File: src/rtl/trace_pkg.sv
// Shared types and constants for the trace-record slot controller.
//   slot_state_t : lifecycle of one trace slot (FREE -> INFLIGHT -> RETIRED -> FREE)
//   stage_tag_t  : valid + slot index carried by a pipeline stage (default depth)
//   STG_*        : stage positions inside the IF..WB shift register
package trace_pkg;

  localparam int TRACE_DEPTH   = 8;
  localparam int TRACE_ID_W    = $clog2(TRACE_DEPTH);
  localparam int TRACE_SEQ_W   = 16;
  localparam int TRACE_STALL_W = 3;

  localparam int NUM_STAGES = 5;
  localparam int STG_IF     = 0;
  localparam int STG_ID     = 1;
  localparam int STG_EX     = 2;
  localparam int STG_MEM    = 3;
  localparam int STG_WB     = 4;

  typedef enum logic [1:0] {
    FREE     = 2'd0,
    INFLIGHT = 2'd1,
    RETIRED  = 2'd2
  } slot_state_t;

  typedef struct packed {
    logic                  v;
    logic [TRACE_ID_W-1:0] slot;
  } stage_tag_t;

endpackage

File: src/rtl/trace_stage_pipe.sv
// IF..WB valid/slot shift register for the trace slot controller.
//   clk, rst_n    : clock, synchronous active-low reset
//   stall         : IF/ID hold, bubble into EX, MEM/WB advance
//   flush         : IF squashed and reloaded from new_*, bubble into ID, EX<=ID
//   new_v/new_slot: what IF loads when it loads (allocation or bubble)
//   stage_v/slot  : per-stage valid and slot index, indexed by STG_*
//   stall_idx     : consecutive stall cycles seen by the instruction in IF
// Bubbles carry slot index 0 so idle stages read as all-zero.
module trace_stage_pipe
  import trace_pkg::*;
#(
  parameter int ID_W    = TRACE_ID_W,
  parameter int STALL_W = TRACE_STALL_W
) (
  input  logic                             clk,
  input  logic                             rst_n,
  input  logic                             stall,
  input  logic                             flush,
  input  logic                             new_v,
  input  logic [ID_W-1:0]                  new_slot,
  output logic [NUM_STAGES-1:0]            stage_v,
  output logic [NUM_STAGES-1:0][ID_W-1:0]  stage_slot,
  output logic [STALL_W-1:0]               stall_idx
);

  logic [NUM_STAGES-1:0]           v_q, v_d;
  logic [NUM_STAGES-1:0][ID_W-1:0] slot_q, slot_d;
  logic [STALL_W-1:0]              stall_idx_q, stall_idx_d;
  logic [ID_W-1:0]                 new_slot_m;

  assign new_slot_m = new_v ? new_slot : '0;

  always_comb begin
    v_d         = v_q;
    slot_d      = slot_q;
    stall_idx_d = stall_idx_q;

    // MEM and WB advance under every condition.
    v_d[STG_WB]     = v_q[STG_MEM];
    slot_d[STG_WB]  = slot_q[STG_MEM];
    v_d[STG_MEM]    = v_q[STG_EX];
    slot_d[STG_MEM] = slot_q[STG_EX];

    if (flush) begin
      // Flush wins over stall: IF is squashed, the older ID instruction survives.
      v_d[STG_IF]    = new_v;
      slot_d[STG_IF] = new_slot_m;
      v_d[STG_ID]    = 1'b0;
      slot_d[STG_ID] = '0;
      v_d[STG_EX]    = v_q[STG_ID];
      slot_d[STG_EX] = slot_q[STG_ID];
      stall_idx_d    = '0;
    end else if (stall) begin
      v_d[STG_EX]    = 1'b0;
      slot_d[STG_EX] = '0;
      if (v_q[STG_IF] && (stall_idx_q != {STALL_W{1'b1}})) begin
        stall_idx_d = stall_idx_q + STALL_W'(1);
      end
    end else begin
      v_d[STG_IF]    = new_v;
      slot_d[STG_IF] = new_slot_m;
      v_d[STG_ID]    = v_q[STG_IF];
      slot_d[STG_ID] = slot_q[STG_IF];
      v_d[STG_EX]    = v_q[STG_ID];
      slot_d[STG_EX] = slot_q[STG_ID];
      stall_idx_d    = '0;
    end
  end

  always_ff @(posedge clk) begin
    if (!rst_n) begin
      v_q         <= '0;
      slot_q      <= '0;
      stall_idx_q <= '0;
    end else begin
      v_q         <= v_d;
      slot_q      <= slot_d;
      stall_idx_q <= stall_idx_d;
    end
  end

  assign stage_v    = v_q;
  assign stage_slot = slot_q;
  assign stall_idx  = stall_idx_q;

endmodule

File: src/rtl/trace_slot_controller.sv
// Trace-record slot controller: allocates a ring slot per fetched instruction,
// tracks it through IF..WB, marks it retired at WB and hands retired slots to
// the printer oldest-first.
//   clk, rst_n            : clock, synchronous active-low reset
//   fetch_valid/stall/flush: CPU pipeline control
//   print_req/slot/seq    : request to print the head record
//   print_ack             : printer consumed the head record
//   *_v, *_slot           : per-stage valid and slot index
//   stall_idx             : consecutive stalls of the IF instruction (saturating)
//   full, overflow        : ring full (registered count), sticky dropped fetch
//
// Print handshake: print_req is a valid that depends only on registered state,
// so print_req/print_slot/print_seq stay stable until print_ack. A transfer
// happens on a cycle with print_req && print_ack; print_ack alone is ignored.
module trace_slot_controller
  import trace_pkg::*;
#(
  parameter int DEPTH   = TRACE_DEPTH,
  parameter int ID_W    = $clog2(DEPTH),
  parameter int SEQ_W   = TRACE_SEQ_W,
  parameter int STALL_W = TRACE_STALL_W
) (
  input  logic               clk,
  input  logic               rst_n,
  input  logic               fetch_valid,
  input  logic               stall,
  input  logic               flush,
  input  logic               print_ack,
  output logic               if_v,
  output logic               id_v,
  output logic               ex_v,
  output logic               mem_v,
  output logic               wb_v,
  output logic [ID_W-1:0]    if_slot,
  output logic [ID_W-1:0]    id_slot,
  output logic [ID_W-1:0]    ex_slot,
  output logic [ID_W-1:0]    mem_slot,
  output logic [ID_W-1:0]    wb_slot,
  output logic [STALL_W-1:0] stall_idx,
  output logic               print_req,
  output logic [ID_W-1:0]    print_slot,
  output logic [SEQ_W-1:0]   print_seq,
  output logic               full,
  output logic               overflow
);

  logic [ID_W-1:0]  head_q, head_d;
  logic [ID_W-1:0]  tail_q, tail_d;
  logic [ID_W:0]    count_q, count_d;
  logic [SEQ_W-1:0] seq_q, seq_d;
  logic             overflow_q, overflow_d;
  slot_state_t      state_q [DEPTH];
  slot_state_t      state_d [DEPTH];
  logic [SEQ_W-1:0] seq_mem_q [DEPTH];
  logic [SEQ_W-1:0] seq_mem_d [DEPTH];

  logic             alloc;
  logic             flush_free;
  logic             ack;
  logic [ID_W-1:0]  alloc_idx;

  logic [NUM_STAGES-1:0]           stage_v;
  logic [NUM_STAGES-1:0][ID_W-1:0] stage_slot;

  assign full       = (count_q == (ID_W+1)'(DEPTH));
  assign print_req  = (count_q != '0) && (state_q[head_q] == RETIRED);
  assign print_slot = head_q;
  assign print_seq  = seq_mem_q[head_q];
  assign overflow   = overflow_q;

  assign alloc      = fetch_valid && !stall && !full;
  assign flush_free = flush && if_v;
  assign ack        = print_ack && print_req;
  // The IF instruction is always the youngest, so its slot is tail-1; a flush
  // plus fetch in the same cycle reuses it and the ring stays contiguous.
  assign alloc_idx  = flush_free ? (tail_q - ID_W'(1)) : tail_q;

  always_comb begin
    state_d    = state_q;
    seq_mem_d  = seq_mem_q;
    head_d     = head_q;
    tail_d     = tail_q;
    seq_d      = seq_q;
    overflow_d = overflow_q | (fetch_valid & full);

    if (wb_v)       state_d[wb_slot] = RETIRED;
    if (flush_free) state_d[if_slot] = FREE;
    if (ack) begin
      state_d[head_q] = FREE;
      head_d          = head_q + ID_W'(1);
    end
    if (alloc) begin
      state_d[alloc_idx]   = INFLIGHT;
      seq_mem_d[alloc_idx] = seq_q;
      seq_d                = seq_q + SEQ_W'(1);
    end

    if (alloc && !flush_free) begin
      tail_d = tail_q + ID_W'(1);
    end else if (!alloc && flush_free) begin
      tail_d = tail_q - ID_W'(1);
    end

    count_d = count_q + (ID_W+1)'(alloc) - (ID_W+1)'(flush_free) - (ID_W+1)'(ack);
  end

  always_ff @(posedge clk) begin
    if (!rst_n) begin
      head_q     <= '0;
      tail_q     <= '0;
      count_q    <= '0;
      seq_q      <= '0;
      overflow_q <= 1'b0;
      for (int i = 0; i < DEPTH; i++) begin
        state_q[i]   <= FREE;
        seq_mem_q[i] <= '0;
      end
    end else begin
      head_q     <= head_d;
      tail_q     <= tail_d;
      count_q    <= count_d;
      seq_q      <= seq_d;
      overflow_q <= overflow_d;
      for (int i = 0; i < DEPTH; i++) begin
        state_q[i]   <= state_d[i];
        seq_mem_q[i] <= seq_mem_d[i];
      end
    end
  end

  trace_stage_pipe #(
    .ID_W    (ID_W),
    .STALL_W (STALL_W)
  ) u_pipe (
    .clk        (clk),
    .rst_n      (rst_n),
    .stall      (stall),
    .flush      (flush),
    .new_v      (alloc),
    .new_slot   (alloc ? alloc_idx : '0),
    .stage_v    (stage_v),
    .stage_slot (stage_slot),
    .stall_idx  (stall_idx)
  );

  assign if_v     = stage_v[STG_IF];
  assign id_v     = stage_v[STG_ID];
  assign ex_v     = stage_v[STG_EX];
  assign mem_v    = stage_v[STG_MEM];
  assign wb_v     = stage_v[STG_WB];
  assign if_slot  = stage_slot[STG_IF];
  assign id_slot  = stage_slot[STG_ID];
  assign ex_slot  = stage_slot[STG_EX];
  assign mem_slot = stage_slot[STG_MEM];
  assign wb_slot  = stage_slot[STG_WB];

endmodule
File: config.mk
export PLATFORM = sky130hd
export DESIGN_NAME = trace_slot_controller
export DESIGN_NICKNAME = d
export VERILOG_FILES = /design/src/rtl/trace_pkg.sv /design/src/rtl/trace_stage_pipe.sv /design/src/rtl/trace_slot_controller.sv
export SDC_FILE = /design/constraint.sdc
export NUM_CORES = 1
export LEC_CHECK = 0
export CORE_AREA = 3 3 158 160
export CTS_BUF_LIST = sky130_fd_sc_hd__clkbuf_16
export DETAILED_ROUTE_END_ITERATION = 6
export DIE_AREA = 0 0 161 163
export GPL_ROUTABILITY_DRIVEN = 0
export MAX_ROUTING_LAYER = met4
export PLACE_DENSITY = 0.56
export SLEW_MARGIN = 30
export SYNTH_ARGS = -nofsm -noshare
export SYNTH_HDL_FRONTEND = slang
export SYNTH_HIERARCHICAL = 1
export SYNTH_SLANG_ARGS = --single-unit
export TNS_END_PERCENT = 50
File: constraint.sdc
create_clock -name clk -period 4.1 [get_ports clk]
set_input_delay 0.615 -clock clk [delete_from_list [all_inputs] [get_ports clk]]
set_output_delay 0.615 -clock clk [all_outputs]
set_load 0.03 [all_outputs]
; Word level (Yosys, flattened, before mapping)
; Cells that the tools add are included.
[word_totals]
reg_bits = 194
in_bits = 6
output_inout_bits = 45
elab_cells = 119
[classes]
addsub = 8
magnitude_cmp = 8
n_eq_ne = 4
n_mux = 31
bitwise = 18
n_reduce_logical = 20
[ops]
columns = op, n
row1 = 128-bit bitwise mux, 1
row2 = 16-bit two-way mux, 7
row3 = 16-bit binary-select mux with 3-bit select, 1
row4 = 16-bit demux with 3-bit select, 1
row5 = 16-bit AND, 2
row6 = 16-bit NOT, 2
row7 = 2-bit demux with 3-bit select, 4
row8 = 3-bit two-way mux, 6
row9 = "16-bit by 1-bit adder with 16-bit output, second input constant", 1
row10 = 8-bit AND, 2
row11 = "4-bit >= comparator, second input constant", 4
row12 = "4-bit by 1-bit < comparator with 1-bit output, second input constant", 4
row13 = 3-bit NOT with 4-bit output, 4
row14 = 8-bit NOT, 2
row15 = 8-bit OR, 2
row16 = 2-bit two-way mux, 7
row17 = 1-bit logical AND, 12
row18 = "3-bit by 1-bit adder with 3-bit output, second input constant", 3
row19 = 9-bit two-way mux, 1
row20 = 4-bit by 1-bit subtractor with 4-bit output, 2
row21 = 2-bit binary-select mux with 3-bit select, 1
row22 = 6-bit two-way mux, 1
row23 = 4-bit by 1-bit adder with 4-bit output, 1
row24 = "4-bit equality test, second input constant", 1
row25 = 13 further kinds, 17

; Logic depth before layout (Yosys ltp)
[logic_depth]
depth_word = 14
depth_mapped = 15
depth_no_buf = 13

; Cells and area by module
; The synthesis kept the hierarchy.
[by_module_without_submodules]
columns = mod, instances, cells_each, area_per_inst_um2, seq_area_each_um2
row1 = trace_slot_controller, 1, 870, 7828.8, 3423.3
row2 = trace_stage_pipe, 1, 78, 834.6, 460.4

; Least setup slack after synthesis
; OpenSTA, ideal clock, no wires.
[synth_path]
path_type = reg-to-reg
startpoint = reg head_q[0] (netlist: print_slot[0])
endpoint = reg count_q[3]
t_arrival_ns = 3.170
t_required_ns = 3.972
setup_slack_ns = 0.802
path_stages_with_launch = 15
n_path_buf = 2
synth_period_minus_slack_ns = 3.298
path_cell_list = dfxtp_1 -> buf_6 -> mux2_4 -> a32o_1 -> a211o_1 -> and3_1 -> buf_6 -> fa_1 -> ha_1 -> inv_1 -> ha_1 -> inv_1 -> fa_1 -> xnor2_1 -> nor2_1
[synth_via]
elab_chain_cells = 8
[synth_rtl]
columns = item, line_no
row1 = from (decl), trace_slot_controller.sv:47  ; logic [ID_W-1:0] head_q, head_d;
row2 = from (signal assigned), trace_slot_controller.sv:109  ; head_q <= '0;
row3 = from (signal assigned), trace_slot_controller.sv:119  ; head_q <= head_d;
row4 = 3-bit NOT with 4-bit output (not written as such), trace_slot_controller.sv:66  ; assign print_req = (count_q != '0) && (state_q[head_q] == RETIRED);
row5 = 2-bit binary-select mux with 3-bit select, trace_slot_controller.sv:66
row6 = 2-bit two-way mux (not written as such) (2 in a row), trace_slot_controller.sv:66
row7 = 2-bit equality test, trace_slot_controller.sv:66
row8 = 1-bit logical AND, trace_slot_controller.sv:66
row9 = 1-bit logical AND, trace_slot_controller.sv:73  ; assign ack = print_ack && print_req;
row10 = 4-bit by 1-bit subtractor with 4-bit output, trace_slot_controller.sv:104  ; count_d = count_q + (ID_W+1)'(alloc) - (ID_W+1)'(flush_free) - (ID_W+1)'(ack);
row11 = to (signal assigned), trace_slot_controller.sv:121  ; count_q <= count_d;
row12 = to (decl), trace_slot_controller.sv:49  ; logic [ID_W:0] count_q, count_d;
; No other way between the ends. The select of a mux whose other input is x is not followed.
; A chain may end at the register's enable or synchronous reset.

; Final worst setup path
[layout_path]
startpoint = reg head_q[1] (netlist: print_slot[1])
endpoint = out print_seq[0]
[layout_via]
elab_chain_cells = 4
[layout_rtl]
columns = item, line_no
row1 = 3-bit NOT with 4-bit output (not written as such), trace_slot_controller.sv:68  ; assign print_seq = seq_mem_q[head_q];
row2 = 16-bit binary-select mux with 3-bit select, trace_slot_controller.sv:68
row3 = 16-bit two-way mux (not written as such) (2 in a row), trace_slot_controller.sv:68
row4 = to (decl), trace_slot_controller.sv:42  ; output logic [SEQ_W-1:0] print_seq,
; No other way between the ends. The select of a mux whose other input is x is not followed.

==> impl_metrics.env <==
export IMPL_ys_seq_elements=194
export IMPL_ant_nets=0
export IMPL_hold_path_class="register to register"
export IMPL_ys_types=72
export IMPL_p_clk_share_pct=44.9
export IMPL_cts_tree="yes"
export IMPL_synth_area_um2=8660
export IMPL_whs_path_depth=1
export IMPL_mostFrequentLayoutCells="dfxtp_1 (191), nor2_1 (113), nand3_1 (88)"
export IMPL_reg2reg_from="print_slot[1]"
export IMPL_clock_latency_ns=0.43
export IMPL_hold_buffers=0
export IMPL_placedCellCount=1255
export IMPL_crit_type="register to primary output"
export IMPL_critPathSlowestCell="clkdlybuf4s50_1"
export IMPL_slowest_delay_ns=0.75
export IMPL_power_density_nw_per_um2=394
export IMPL_fp_row_count=56
export IMPL_finalCritPeriodShare_pct=93.0
export IMPL_cts_resized=0
export IMPL_ys_top_cells_by_area="dfxtp_1 (45%), mux2i_1 (9.9%), nand3_1 (5.1%)"
export IMPL_required_ns=3.48
export IMPL_pwr_share_seq_pct=49.0
export IMPL_grt_overflow=0
export IMPL_io_pins=51
export IMPL_yosysSeqAreaShare_pct=44.8
export IMPL_fin_nets=975
export IMPL_via_count=6755
export IMPL_run_status="finished clean"
export IMPL_antenna_found_initial=0
export IMPL_wl_um=23500
export IMPL_die_h_um=163
export IMPL_wl_per_cell_um=18.3
export IMPL_worst_pin_slew_ns=0.842
export IMPL_finalSetupViolations=0
export IMPL_power_leakage_nw=3.65
export IMPL_pwr_share_comb_pct=6.1
export IMPL_async_reset_ff_share_pct=0
export IMPL_cts_max_level=4
export IMPL_first_global_vias=6425
export IMPL_finish_utilization_pct=42.3
export IMPL_maxSlewViolCount=0
export IMPL_reg2reg_to="count_q[3]"
export IMPL_path_max_fanout=22
export IMPL_clk_pin_slew_ns=0.07
export IMPL_clock_sinks=194
export IMPL_min_to="u_pipe/stage_v[3]"
export IMPL_grt_pass1_wl_um=37400
export IMPL_holdCritStartpoint="u_pipe/stage_v[2]"
export IMPL_drt_vias_per_instance=5.25
export IMPL_cp_start_kind="register"
export IMPL_cts_buffers=17
export IMPL_yosysTopAreaCell="dfxtp_1"
export IMPL_post_cts_setup_buffers=0
export IMPL_drt_iter0_markers=465
export IMPL_r2r_slack_ns=0.71
export IMPL_synth_nets=968
export IMPL_p_sw_share_pct=23.5
export IMPL_fin_ws_ns=0.288
export IMPL_dieWidth_um=161
export IMPL_post_place_ws_ns=0.698
export IMPL_worstSetupEndpointType="primary output"
export IMPL_core_area_um2=23500
export IMPL_grt_usage_pct=18.8
export IMPL_final_common_cell="dfxtp_1"
export IMPL_dr_pass1_iters=5
export IMPL_rsz0062_at_grt="no"
export IMPL_fmax_ghz=0.262
export IMPL_drc_errors=0
export IMPL_finalSetupTns_ns=0
export IMPL_ys_flop_type="dfxtp_1"
export IMPL_diodes=0
export IMPL_relSlewSlack_pct=43.8
export IMPL_p_int_mw=3.00
export IMPL_synthToLayoutAreaGrowth_pct=14.9
export IMPL_drive_gt1_share_pct=9.50
export IMPL_yosys_warnings=6
export IMPL_dp_hpwl_um=15200
export IMPL_initial_core_util_pct=36.8
export IMPL_drv_cap=0
export IMPL_arrival_ns=3.20
export IMPL_switchingPower_mw=0.922
export IMPL_synth_edf_count=0
export IMPL_synth_avg_cell_area_um2=9.14
export IMPL_clock_path_buffers=2
export IMPL_instances_no_fill=1287
export IMPL_vdd_drop_max_v=0.000180
export IMPL_crit_chain="inv_1 -> buf_4 -> nor2_1 -> a22oi_1 -> a31oi_1 -> clkdlybuf4s50_1"
export IMPL_netlist_area_leader_share_pct=44.8
export IMPL_timing_final_hold_violations=0
export IMPL_grt_start_max_net_pins=62
export IMPL_root_buffer="clkbuf_16"
export IMPL_portBuffers=50
export IMPL_reg2reg_depth=12
export IMPL_min_period_ns=3.81
export IMPL_die_area_um2=26200
export IMPL_p_total_mw=3.92
export IMPL_clock_skew_ns=0.00794
export IMPL_syn_inst=948
[cell type report]
type / count / area, um2
Clock buffer: 17 / 425
Inverter: 18 / 67.6
Clock inverter: 15 / 193
Timing Repair Buffer: 74 / 691
Multi-Input combinational cell: 650 / 4290
Sequential cell: 194 / 3890
Tap cell: 319 / 399
Fill cell: 2341 / 13600
[metal layers]
layer  wire length, um  GRT usage (%)  vias up
met2             10700           29.3      142
met3               961           3.05       14
li1                  -              -     3362
met1             11600           25.8     3237
met5                 0              -        -
met4               207           4.34        0
[flip-flops by register name, indices dropped and copies added (netlist names), 3 cells and up]
signal             flops
count_q                4
print_slot             3
seq_mem_q            128
seq_q                 16
state_q               16
tail_q                 3
u_pipe/stage_slot     15
u_pipe/stage_v         5
u_pipe/stall_idx       3
[cell usage after synthesis (2+ instances only)]
cell type and instances:
buf_2 17, and2_1 13, mux4_2 11, o221ai_1 2, dfxtp_1 194, and3_1 6
nand3b_1 7, buf_6 6, a22o_1 3, nor2b_1 8, nand4_1 9, inv_1 16
o21a_1 3, nand2_2 2, a32o_1 2, buf_4 13, o21ai_0 76, xnor2_1 10
xor2_1 4, a21oi_1 24, nand3_1 88, nor3b_1 2, o31ai_1 2, and4_1 2
nor4_1 3, o22ai_1 4, a211oi_1 4, mux2_2 6, fa_1 2, nor3_1 7
ha_1 12, clkbuf_1 43, mux2i_1 86, or3_1 6, a311oi_1 3, nand2b_1 8
nand2_1 59, a21boi_1 4, nor2_1 113, buf_1 7, a22oi_1 7, a31oi_1 8
a221oi_1 17
[kinds of logic (layout without fill, tap and decap cells)]
| group | Yosys count | in the layout | synth area share, % |
|---|---|---|---|
| compound gates | 174 | 174 | 12.9 |
| xor+xnor | 14 | 14 | 1.42 |
| fa+ha+maj | 14 | 14 | 2.20 |
| buf+inv | 104 | 124 | 5.83 |
| flops | 194 | 194 | 44.8 |
| mux | 104 | 104 | 13.7 |
| simple gates | 344 | 344 | 19.1 |
[critical path, delay by kind of cell, from the launching register on]
family,cells,cell delay (ns)
AND/OR/NAND/NOR,1,0.42
buffers and inverters,3,1.19
AO/OA/AOI/OAI,2,0.50
flip-flops,1,0.66
[power groups by stage]
stage	registers [mW]	clock network [mW]	logic, mW
6_report	1.92	1.76	0.239
5_1_grt	1.92	1.88	0.263
4_1_cts	1.92	1.79	0.239
3_5_place_dp	1.96	0	0.237
3_3_place_gp	1.96	0	0.237
2_1_floorplan	1.95	0	0.174
[metrics by stage]
| stage | hold WS, ns | cell area (um2) |
|---|---|---|
| finish | 0.460 | 9960 |
| global route | 0.491 | 9960 |
| CTS | 0.464 | 9960 |
| detailed placement | 0.447 | 9340 |
| global placement | 0.442 | 9340 |
| floorplan | 0.436 | 8660 |
[worst max path at each step]
stage          slack [ns]     startpoint           end  depth (start not counted)
2_1_floorplan        0.80  print_slot[0]    count_q[3]                         14
3_3_place_gp         0.79  print_slot[1]    count_q[3]                         12
3_5_place_dp         0.70  print_slot[1]    count_q[3]                         12
4_1_cts              0.31  print_slot[1]  print_seq[0]                          6
5_1_grt              0.12  print_slot[1]  print_seq[0]                          6
6_report             0.29  print_slot[1]  print_seq[0]                          6
(Power assumes the default switching activity.)
